### src/rtl/spdif_subframe_unpacker.sv
// Generic first-word-fall-through FIFO: head entry is always visible on out_dat.
// Latency: write at edge W is visible after edge W; pop at edge P exposes the next entry after P.
// Backpressure: in_rdy drops when full unless the same cycle pops, so a full FIFO still accepts a write-with-pop.
module sync_fifo #(
  parameter int WIDTH = 8,
  parameter int DEPTH = 8
) (
  input  logic             clk,
  input  logic             rst_n,
  input  logic             in_vld,
  output logic             in_rdy,
  input  logic [WIDTH-1:0] in_dat,
  output logic             out_vld,
  input  logic             out_rdy,
  output logic [WIDTH-1:0] out_dat
);
  localparam int AW = $clog2(DEPTH);
  localparam logic [AW:0] FULL_CNT = (AW+1)'(DEPTH);

  logic [WIDTH-1:0] mem [DEPTH];
  logic [AW-1:0]    wr_ptr;
  logic [AW-1:0]    rd_ptr;
  logic [AW:0]      count;
  logic             push;
  logic             pop;

  assign out_vld = (count != '0);
  assign in_rdy  = (count != FULL_CNT) || out_rdy;
  assign push    = in_vld && in_rdy;
  assign pop     = out_vld && out_rdy;
  assign out_dat = mem[rd_ptr];

  always_ff @(posedge clk or negedge rst_n) begin
    if (!rst_n) begin
      for (int i = 0; i < DEPTH; i++) mem[i] <= '0;
      wr_ptr <= '0;
      rd_ptr <= '0;
      count  <= '0;
    end else begin
      if (push) begin
        mem[wr_ptr] <= in_dat;
        wr_ptr      <= wr_ptr + 1'b1;
      end
      if (pop) rd_ptr <= rd_ptr + 1'b1;
      if (push && !pop)      count <= count + 1'b1;
      else if (!push && pop) count <= count - 1'b1;
    end
  end
endmodule

// S/PDIF subframe unpacker: parity/preamble checking, channel-status capture, sample FIFO.
// Latency: 2 clk from the 28th bit to a visible sample; error pulses 1 clk after that bit.
// Backpressure: sample_ready stalls the FIFO; a good subframe meeting a full FIFO is dropped and sets overflow.
module spdif_subframe_unpacker #(
  parameter int SAMPLE_WIDTH = 24,
  parameter int FIFO_DEPTH   = 8
) (
  input  logic                    clk,
  input  logic                    rst_n,
  input  logic                    sof,
  input  logic [1:0]              pre_type,
  input  logic                    vin,
  input  logic                    din,
  output logic [SAMPLE_WIDTH-1:0] sample_data,
  output logic                    sample_ch,
  output logic                    sample_vbit,
  output logic [3:0]              sample_aux,
  output logic                    sample_valid,
  input  logic                    sample_ready,
  output logic [191:0]            cs_a,
  output logic [191:0]            cs_b,
  output logic                    cs_valid,
  output logic                    parity_err,
  output logic                    sync_err,
  output logic                    overflow
);
  localparam int EW = SAMPLE_WIDTH + 6;

  typedef enum logic {SEARCH, RUN} state_t;

  state_t         state;
  logic [26:0]    sr;
  logic [4:0]     bit_cnt;
  logic [7:0]     frame_idx;
  logic           cur_ch;
  logic           block_err;
  logic [191:0]   shadow_a;
  logic [191:0]   shadow_b;
  logic           wr_pend;
  logic [EW-1:0]  wr_dat;
  logic [EW-1:0]  head;
  logic           fifo_rdy;

  logic           run;
  logic           short_sf;
  logic           seq_ok;
  logic           b_good;
  logic           sof_sync;
  logic           cs_fire;
  logic           run_nx;
  logic           ch_nx;
  logic [4:0]     cnt_nx;
  logic           overrun;
  logic           bit_take;
  logic           last_bit;
  logic [27:0]    word;

  assign run = (state == RUN);

  // sof is resolved first; the bit logic below then works on the post-sof state
  always_comb begin
    short_sf = run && sof && (bit_cnt != 5'd0) && (bit_cnt != 5'd28);
    b_good   = cur_ch && (frame_idx == 8'd191);
    seq_ok   = 1'b0;
    case (pre_type)
      2'd0:    seq_ok = 1'b1;
      2'd1:    seq_ok = cur_ch && (frame_idx != 8'd191);
      2'd2:    seq_ok = !cur_ch;
      default: seq_ok = 1'b0;
    endcase
    sof_sync = run && sof && (short_sf || !seq_ok || ((pre_type == 2'd0) && !b_good));
    cs_fire  = run && sof && (pre_type == 2'd0) && b_good && !short_sf && !block_err;

    run_nx = run;
    cnt_nx = bit_cnt;
    ch_nx  = cur_ch;
    if (sof) begin
      cnt_nx = 5'd0;
      ch_nx  = (pre_type == 2'd2);
      run_nx = run ? seq_ok : (pre_type == 2'd0);
    end
    overrun  = vin && run_nx && (cnt_nx == 5'd28);
    bit_take = vin && run_nx && (cnt_nx != 5'd28);
    last_bit = bit_take && (cnt_nx == 5'd27);
    word     = {din, sr};
  end

  always_ff @(posedge clk or negedge rst_n) begin
    if (!rst_n) begin
      state      <= SEARCH;
      sr         <= '0;
      bit_cnt    <= '0;
      frame_idx  <= '0;
      cur_ch     <= 1'b0;
      block_err  <= 1'b0;
      shadow_a   <= '0;
      shadow_b   <= '0;
      cs_a       <= '0;
      cs_b       <= '0;
      cs_valid   <= 1'b0;
      parity_err <= 1'b0;
      sync_err   <= 1'b0;
      overflow   <= 1'b0;
      wr_pend    <= 1'b0;
      wr_dat     <= '0;
    end else begin
      state      <= (run_nx && !overrun) ? RUN : SEARCH;
      bit_cnt    <= bit_take ? (cnt_nx + 5'd1) : cnt_nx;
      cur_ch     <= ch_nx;
      cs_valid   <= cs_fire;
      sync_err   <= sof_sync || overrun;
      parity_err <= 1'b0;
      wr_pend    <= 1'b0;
      overflow   <= overflow || (wr_pend && !fifo_rdy);
      if (bit_take) sr <= word[27:1];

      if (sof && (pre_type == 2'd0)) begin
        frame_idx <= 8'd0;
        block_err <= 1'b0;
      end else if (sof_sync || overrun || (last_bit && ^word)) begin
        block_err <= 1'b1;
      end
      if (run && sof && (pre_type == 2'd1) && seq_ok) frame_idx <= frame_idx + 8'd1;

      if (cs_fire) begin
        cs_a <= shadow_a;
        cs_b <= shadow_b;
      end

      if (last_bit) begin
        if (^word) begin
          parity_err <= 1'b1;
        end else begin
          wr_pend <= 1'b1;
          wr_dat  <= {ch_nx, word[24], word[3:0], word[23 -: SAMPLE_WIDTH]};
          if (ch_nx) shadow_b[frame_idx] <= word[26];
          else       shadow_a[frame_idx] <= word[26];
        end
      end
    end
  end

  sync_fifo #(.WIDTH(EW), .DEPTH(FIFO_DEPTH)) u_fifo (
    .clk     (clk),
    .rst_n   (rst_n),
    .in_vld  (wr_pend),
    .in_rdy  (fifo_rdy),
    .in_dat  (wr_dat),
    .out_vld (sample_valid),
    .out_rdy (sample_ready),
    .out_dat (head)
  );

  assign sample_ch   = head[EW-1];
  assign sample_vbit = head[EW-2];
  assign sample_aux  = head[EW-3 -: 4];
  assign sample_data = head[SAMPLE_WIDTH-1:0];
endmodule
### config.mk
export PLATFORM = sky130hd
export DESIGN_NAME = spdif_subframe_unpacker
export DESIGN_NICKNAME = d
export VERILOG_FILES = /design/src/rtl/spdif_subframe_unpacker.sv
export SDC_FILE = /design/constraint.sdc
export NUM_CORES = 2
export LEC_CHECK = 0
export CAP_MARGIN = 20
export CORE_ASPECT_RATIO = 1.75
export CORE_MARGIN = 2
export CORE_UTILIZATION = 49
export CTS_CLUSTER_DIAMETER = 100
export DETAILED_ROUTE_END_ITERATION = 7
export GPL_ROUTABILITY_DRIVEN = 0
export HOLD_SLACK_MARGIN = 0.02
export PLACE_DENSITY_LB_ADDON = 0.25
export SYNTH_ARGS = -nofsm -noshare
export SYNTH_HDL_FRONTEND = slang
export SYNTH_SLANG_ARGS = --single-unit
### constraint.sdc
create_clock -name clk -period 5.2 [get_ports clk]
set_input_delay 1.04 -clock clk [delete_from_list [all_inputs] [get_ports clk]]
set_output_delay 1.04 -clock clk [all_outputs]
set_load 0.02 [all_outputs]
# After elaboration in Yosys (flattened, before gate mapping)
# Index checks and enable logic that the tools add are counted.
[word_totals] ff_bits=1096 out_inout_bits=419 input_bits=8
[classes] n_mux=27 order_cmp=5 n_addsub=6 eq_ne=9 reduce_logical=52 n_bitwise=4
[ops] op="bitwise mux 192 bit" n=2
[ops] op="bitwise mux 240 bit" n=1
[ops] op="binary-select mux 30 bit (select 3 bit)" n=1
[ops] op="demux 30 bit (select 3 bit)" n=1
[ops] op="two-way mux 30 bit" n=3
[ops] op="parity 28 bit" n=1
[ops] op="logical AND 1 bit" n=27
[ops] op="two-way mux 8 bit" n=2
[ops] op="two-way mux 1 bit" n=11
[ops] op="equality test 5 bit (second input constant)" n=2
[ops] op="two-way mux 5 bit" n=2
[ops] op="!= test 5 bit (second input constant)" n=2
[ops] op="logical NOT 1 bit" n=9
[ops] op="< comparator 8 x 9 -> 1 bit (second input constant)" n=1
[ops] op="adder 8 x 1 -> 8 bit (second input constant)" n=1
[ops] op="demux 1 bit (select 8 bit)" n=1
[ops] op="equality test 8 bit (second input constant)" n=1
[ops] op="greater-or-equal comparator 4 bit (second input constant)" n=2
[ops] op="greater-or-equal comparator 8 x 1 -> 1 bit (second input constant)" n=1
[ops] op="two-way mux 4 bit" n=2
[ops] op="!= test 8 bit (second input constant)" n=1
[ops] op="NOT 3 -> 4 bit" n=2
[ops] op="adder 3 x 1 -> 3 bit (second input constant)" n=2
[ops] op="logical OR 1 bit" n=6
[ops] op="15 further kinds" n=19

# Longest topological paths before layout
[logic_depth] depth_word=12 mapped_depth=12 depth_no_buf=12

# Modules after synthesis
# From an unflattened synthesis, not the netlist that was laid out.
[unflattened] cells_unflattened=3156 hier_area_um2=45997.9
[by_module_without_submodules] mod="spdif_subframe_unpacker" instances=1 cells_each=2473 area_each_um2=34580.7
[by_module_without_submodules] mod="sync_fifo" instances=1 cells_each=683 area_each_um2=11417.2

# Least setup slack after synthesis
# No wires, ideal clock.
[synth_path] kind="reg2out" startpoint="reg u_fifo.rd_ptr[0]" endpoint="out sample_data[2]" slack_ns=1.911 required_time_ns=4.160 path_buffers=3 t_arrival_ns=2.249 path_stages_with_launch=6 cell_sequence="dfrtp_1 clkbuf_1 clkbuf_1 mux4_2 mux2_2 buf_4"
[synth_via] elab_chain_len=4
[synth_rtl] element="start: declaration" line_no="22" rtl="logic [AW-1:0] rd_ptr;"
[synth_rtl] element="start signal: assignment" line_no="44" rtl="if (pop) rd_ptr <= rd_ptr + 1'b1;"
[synth_rtl] element="NOT 3 -> 4 bit (not written as such)" line_no="31" rtl="assign out_dat = mem[rd_ptr];"
[synth_rtl] element="binary-select mux 30 bit (select 3 bit)" line_no="31"
[synth_rtl] element="two-way mux 30 bit (not written as such) (2 in series)" line_no="31"
[synth_rtl] element="end: declaration" line_no="64" rtl="output logic [SAMPLE_WIDTH-1:0] sample_data,"
# No other way between the ends. The select of a mux whose other input is x is not followed.

# Final worst setup path
[layout_path] startpoint="reg u_fifo.rd_ptr[0]" endpoint="out sample_data[16]"
# The elaborated chain is that of the path after synthesis.

==> results.md <==
- The run finished with clean final reports.
- In the layout the commonest cells are sky130_fd_sc_hd__dfrtp_1, sky130_fd_sc_hd__mux2_2, sky130_fd_sc_hd__clkdlybuf4s50_1.
- The finished cells cover 54100 µm².
- The initial antenna violation count came to 1.
- In the routed layout, each cell is associated on average with a via count of 5.84.
- The path type of the worst setup path is reg2out.
- TritonCTS built the clock tree.
- In this run the clock root is driven by a sky130_fd_sc_hd__clkbuf_16.
- The overflow left after global routing is 0.
- The number of global-route vias before repair came to 29.4k.
- In this run the count of I/O pins placed on the die edge is 427.
- Measured along the y axis, the die boundary spans 407 µm.
- During synthesis, Yosys emitted a total of 0 warnings.
- Counting cells, the worst reg-to-reg path comes to 4.
- The worst pin sits at a relative slew slack of 18.7%.
- Setup repair after global routing left no endpoint under its margin.
- The clock slew seen by the registers of the worst setup and hold paths is 0.06 ns.
- The post-CTS setup repair buffer count is 0.
- The floorplan die area is 95400 µm².
- The max-cap violation count is 0.
- After detailed routing, the average wire length per cell comes to 25.2 µm.
- The clock period minus worst slack is 4.18 ns.
- The wire length of the first global-routing pass is 185 mm.
- At the worst endpoint, the required time is 4.16 ns.
- The power density of the placed cells is 498 nW/µm².
- Static timing analysis puts the maximum clock frequency at 0.239 GHz.
- For the pin with the worst max-slew slack, the measured transition is 1.22 ns.
- The class of the worst hold path is in2async.
- The total number of placement rows is 147.
- The synthesized area divided by synthesized cell count is 14.1 µm².
- The share of async-settable or async-resettable flops after synthesis is 100%.
- The starting density of the core is 49.5%.
- The synthesized design contains 1060 register bits.
- Total power for the finished layout comes to 26900 µW.
- The beginning of the worst register-to-register path is sr[26].
- The total half-perimeter wirelength after legalization and detailed placement is 76.0 mm.
- The number of nets in the finished design is 3564.
- The maximum level of the CTS H-tree is 3.
- After layout, the worst path uses 80.5% of the clock period.
- The number of gates given a new drive strength after cts is 0.
- The worst-path maximum fanout is 33.
- The startpoint type of the worst setup path is a flip-flop.
- The floorplan step set the die width to 234 µm.
- The post-route netlist has 31.3% of its cells at a drive strength greater than 1.
- The most instantiated flip-flop cell in the synthesis netlist is sky130_fd_sc_hd__dfrtp_1.
- Counting along the longest clock path gives a buffer depth of 3.
- The end of the worst register-to-register path is shadow_a[91].
- The routed design has 121 mm of wire.
- For this block, the via count after detailed routing is 28.1k.
- The distinct cell type count after synthesis is 47.
- Summed over all failing endpoints, the final setup total negative slack is 0 ns.
- The area of the mapped netlist is 45500 µm².
- The number of sinks on the clock net is 1060.
- STA puts the critical path data arrival time at 3.14 ns.
- In the synthesized netlist, the number of instances is 3238.
- Compared with the post-synthesis result, the final layout area differs by 19.0%.
- The total leakage power is 0.0254 µW.
- The floorplan core area is 92000 µm².
- Leaving out fill and tap cells, the most frequent cell in the layout is sky130_fd_sc_hd__dfrtp_1.
- After detailed routing, the number of remaining DRC violations is 0.
- The share of synthesized area occupied by flip-flops and latches is 58.3%.
- The number of clock buffers added by TritonCTS is 96.
- The worst IR drop on VDD is 2.53 mV.
- Across all register-to-register paths, the minimum setup slack is 1.97 ns.
- The worst clock skew is 0.0295 ns.
- The hold slack is 0.382 ns.
- The count of inserted antenna diode cells is 0.
- The first TritonRoute pass finished after 7 iterations.
- Global routing used 25.6% of the available tracks across all layers.
- The number of max-slew violations in the final report is 0.
- The number of nets in the synthesized netlist is 3258.
- At the later pin of the worst-skew pair, clock insertion delay measures 0.70 ns.
- Counting flops with a built-in enable in the synthesized netlist gives 0.
- The number of setup violations in the final report is 0.
- After clock tree synthesis, the flow added hold-fix buffers numbering 0.
- Once layout is complete, the cells apart from fillers number 4815.
- After the first detailed-routing iteration, the DRC count stood at 1890.
- The number of placed instances, taps included is 4637.
- The final antenna-violating net count is 0.
- The maximum number of pins on one net before global-route repair is 194.
- The area after detailed placement is 50800 µm².
- The count of buffers added on input and output ports is 426.
- The final hold violation count is 0.
- STA classifies the critical path endpoint as an output port.
-- cell type report --
| cell class | count | area (µm²) |
|---|---|---|
| clock buffer | 136 | 2760 |
| clock inverter | 41 | 592 |
| fill | 7268 | 37800 |
| inverter | 14 | 60.1 |
| multi-input combinational | 1873 | 17600 |
| sequential | 1060 | 26500 |
| tap | 1192 | 1490 |
| timing repair buffer | 499 | 5150 |
-- power by group --
part	total, µW	leakage [µW]	internal, µW	switching [µW]
sequential	8480	0.0148	8350	136
combinational	10900	0.00899	2000	8950
clock	7510	0.00163	4250	3260
-- sequential cells by signal, summed over array words and instances (netlist names), 4 cells and up --
register / count
u_fifo.mem: 208
cs_a: 192
cs_b: 192
shadow_a: 192
shadow_b: 192
sr: 27
wr_dat: 26
frame_idx: 8
bit_cnt: 5
u_fifo.count: 4
-- Yosys cell counts (11+ instances only) --
cell | n | area share [%]
sky130_fd_sc_hd__buf_2 | 50 | 0.55
sky130_fd_sc_hd__mux4_2 | 52 | 2.6
sky130_fd_sc_hd__nor2_1 | 204 | 1.7
sky130_fd_sc_hd__xnor2_1 | 30 | 0.58
sky130_fd_sc_hd__mux2_1 | 227 | 5.6
sky130_fd_sc_hd__mux2_2 | 830 | 21
sky130_fd_sc_hd__nand4_1 | 382 | 5.3
sky130_fd_sc_hd__o21ai_0 | 16 | 0.18
sky130_fd_sc_hd__dfrtp_1 | 1060 | 58
sky130_fd_sc_hd__buf_1 | 36 | 0.30
sky130_fd_sc_hd__nand2_1 | 39 | 0.32
sky130_fd_sc_hd__buf_6 | 37 | 0.92
sky130_fd_sc_hd__clkbuf_1 | 161 | 1.3
sky130_fd_sc_hd__inv_1 | 13 | 0.11
sky130_fd_sc_hd__ha_1 | 11 | 0.30
sky130_fd_sc_hd__nand3_1 | 18 | 0.20
-- how the worst max path moves through the flow --
stage | start | to | slack (ns) | depth (start not counted)
after floorplan | u_fifo.rd_ptr[0] | sample_data[2] | 1.91 | 5
after global placement | sof | shadow_a[101] | 1.04 | 8
after detailed placement | sof | shadow_a[133] | 1.03 | 8
after CTS | u_fifo.rd_ptr[0] | sample_data[16] | 0.93 | 4
after global routing | u_fifo.rd_ptr[0] | sample_data[19] | 0.88 | 4
final | u_fifo.rd_ptr[0] | sample_data[16] | 1.02 | 4
-- layer usage --
metal	global-route usage [%]	wire length [µm]	vias to the layer above
met5	0	8	-
met4	9.76	4250	2
met3	6.76	8310	181
met2	42.1	60200	718
met1	32.1	48400	14845
li1	-	-	12384
-- per-stage QoR --
step                worst slack [ns]  util (%)
CTS                            0.932      58.9
detailed placement              1.03      55.2
floorplan                       1.91         -
finish                          1.02      58.9
global placement                1.04      55.2
global route                   0.882      58.9
-- critical path, stage by stage (launching register included) --
cell	delay, ns
sky130_fd_sc_hd__dfrtp_2	0.64
sky130_fd_sc_hd__buf_12	0.33
sky130_fd_sc_hd__mux4_2	0.54
sky130_fd_sc_hd__mux2_2	0.30
sky130_fd_sc_hd__clkdlybuf4s50_1	0.58
-- cells by family after synthesis --
family / after synthesis / synth area share [%]
adders and majority gates: 12 / 0.346
xor gates and xnor gates: 38 / 0.808
buffers and inverters: 305 / 3.34
AOI/OAI and AO/OA: 30 / 0.399
DFF: 1060 / 58.3
muxes: 1110 / 28.7
and+or+nand+nor: 683 / 8.08
(Power assumes the default switching activity.)
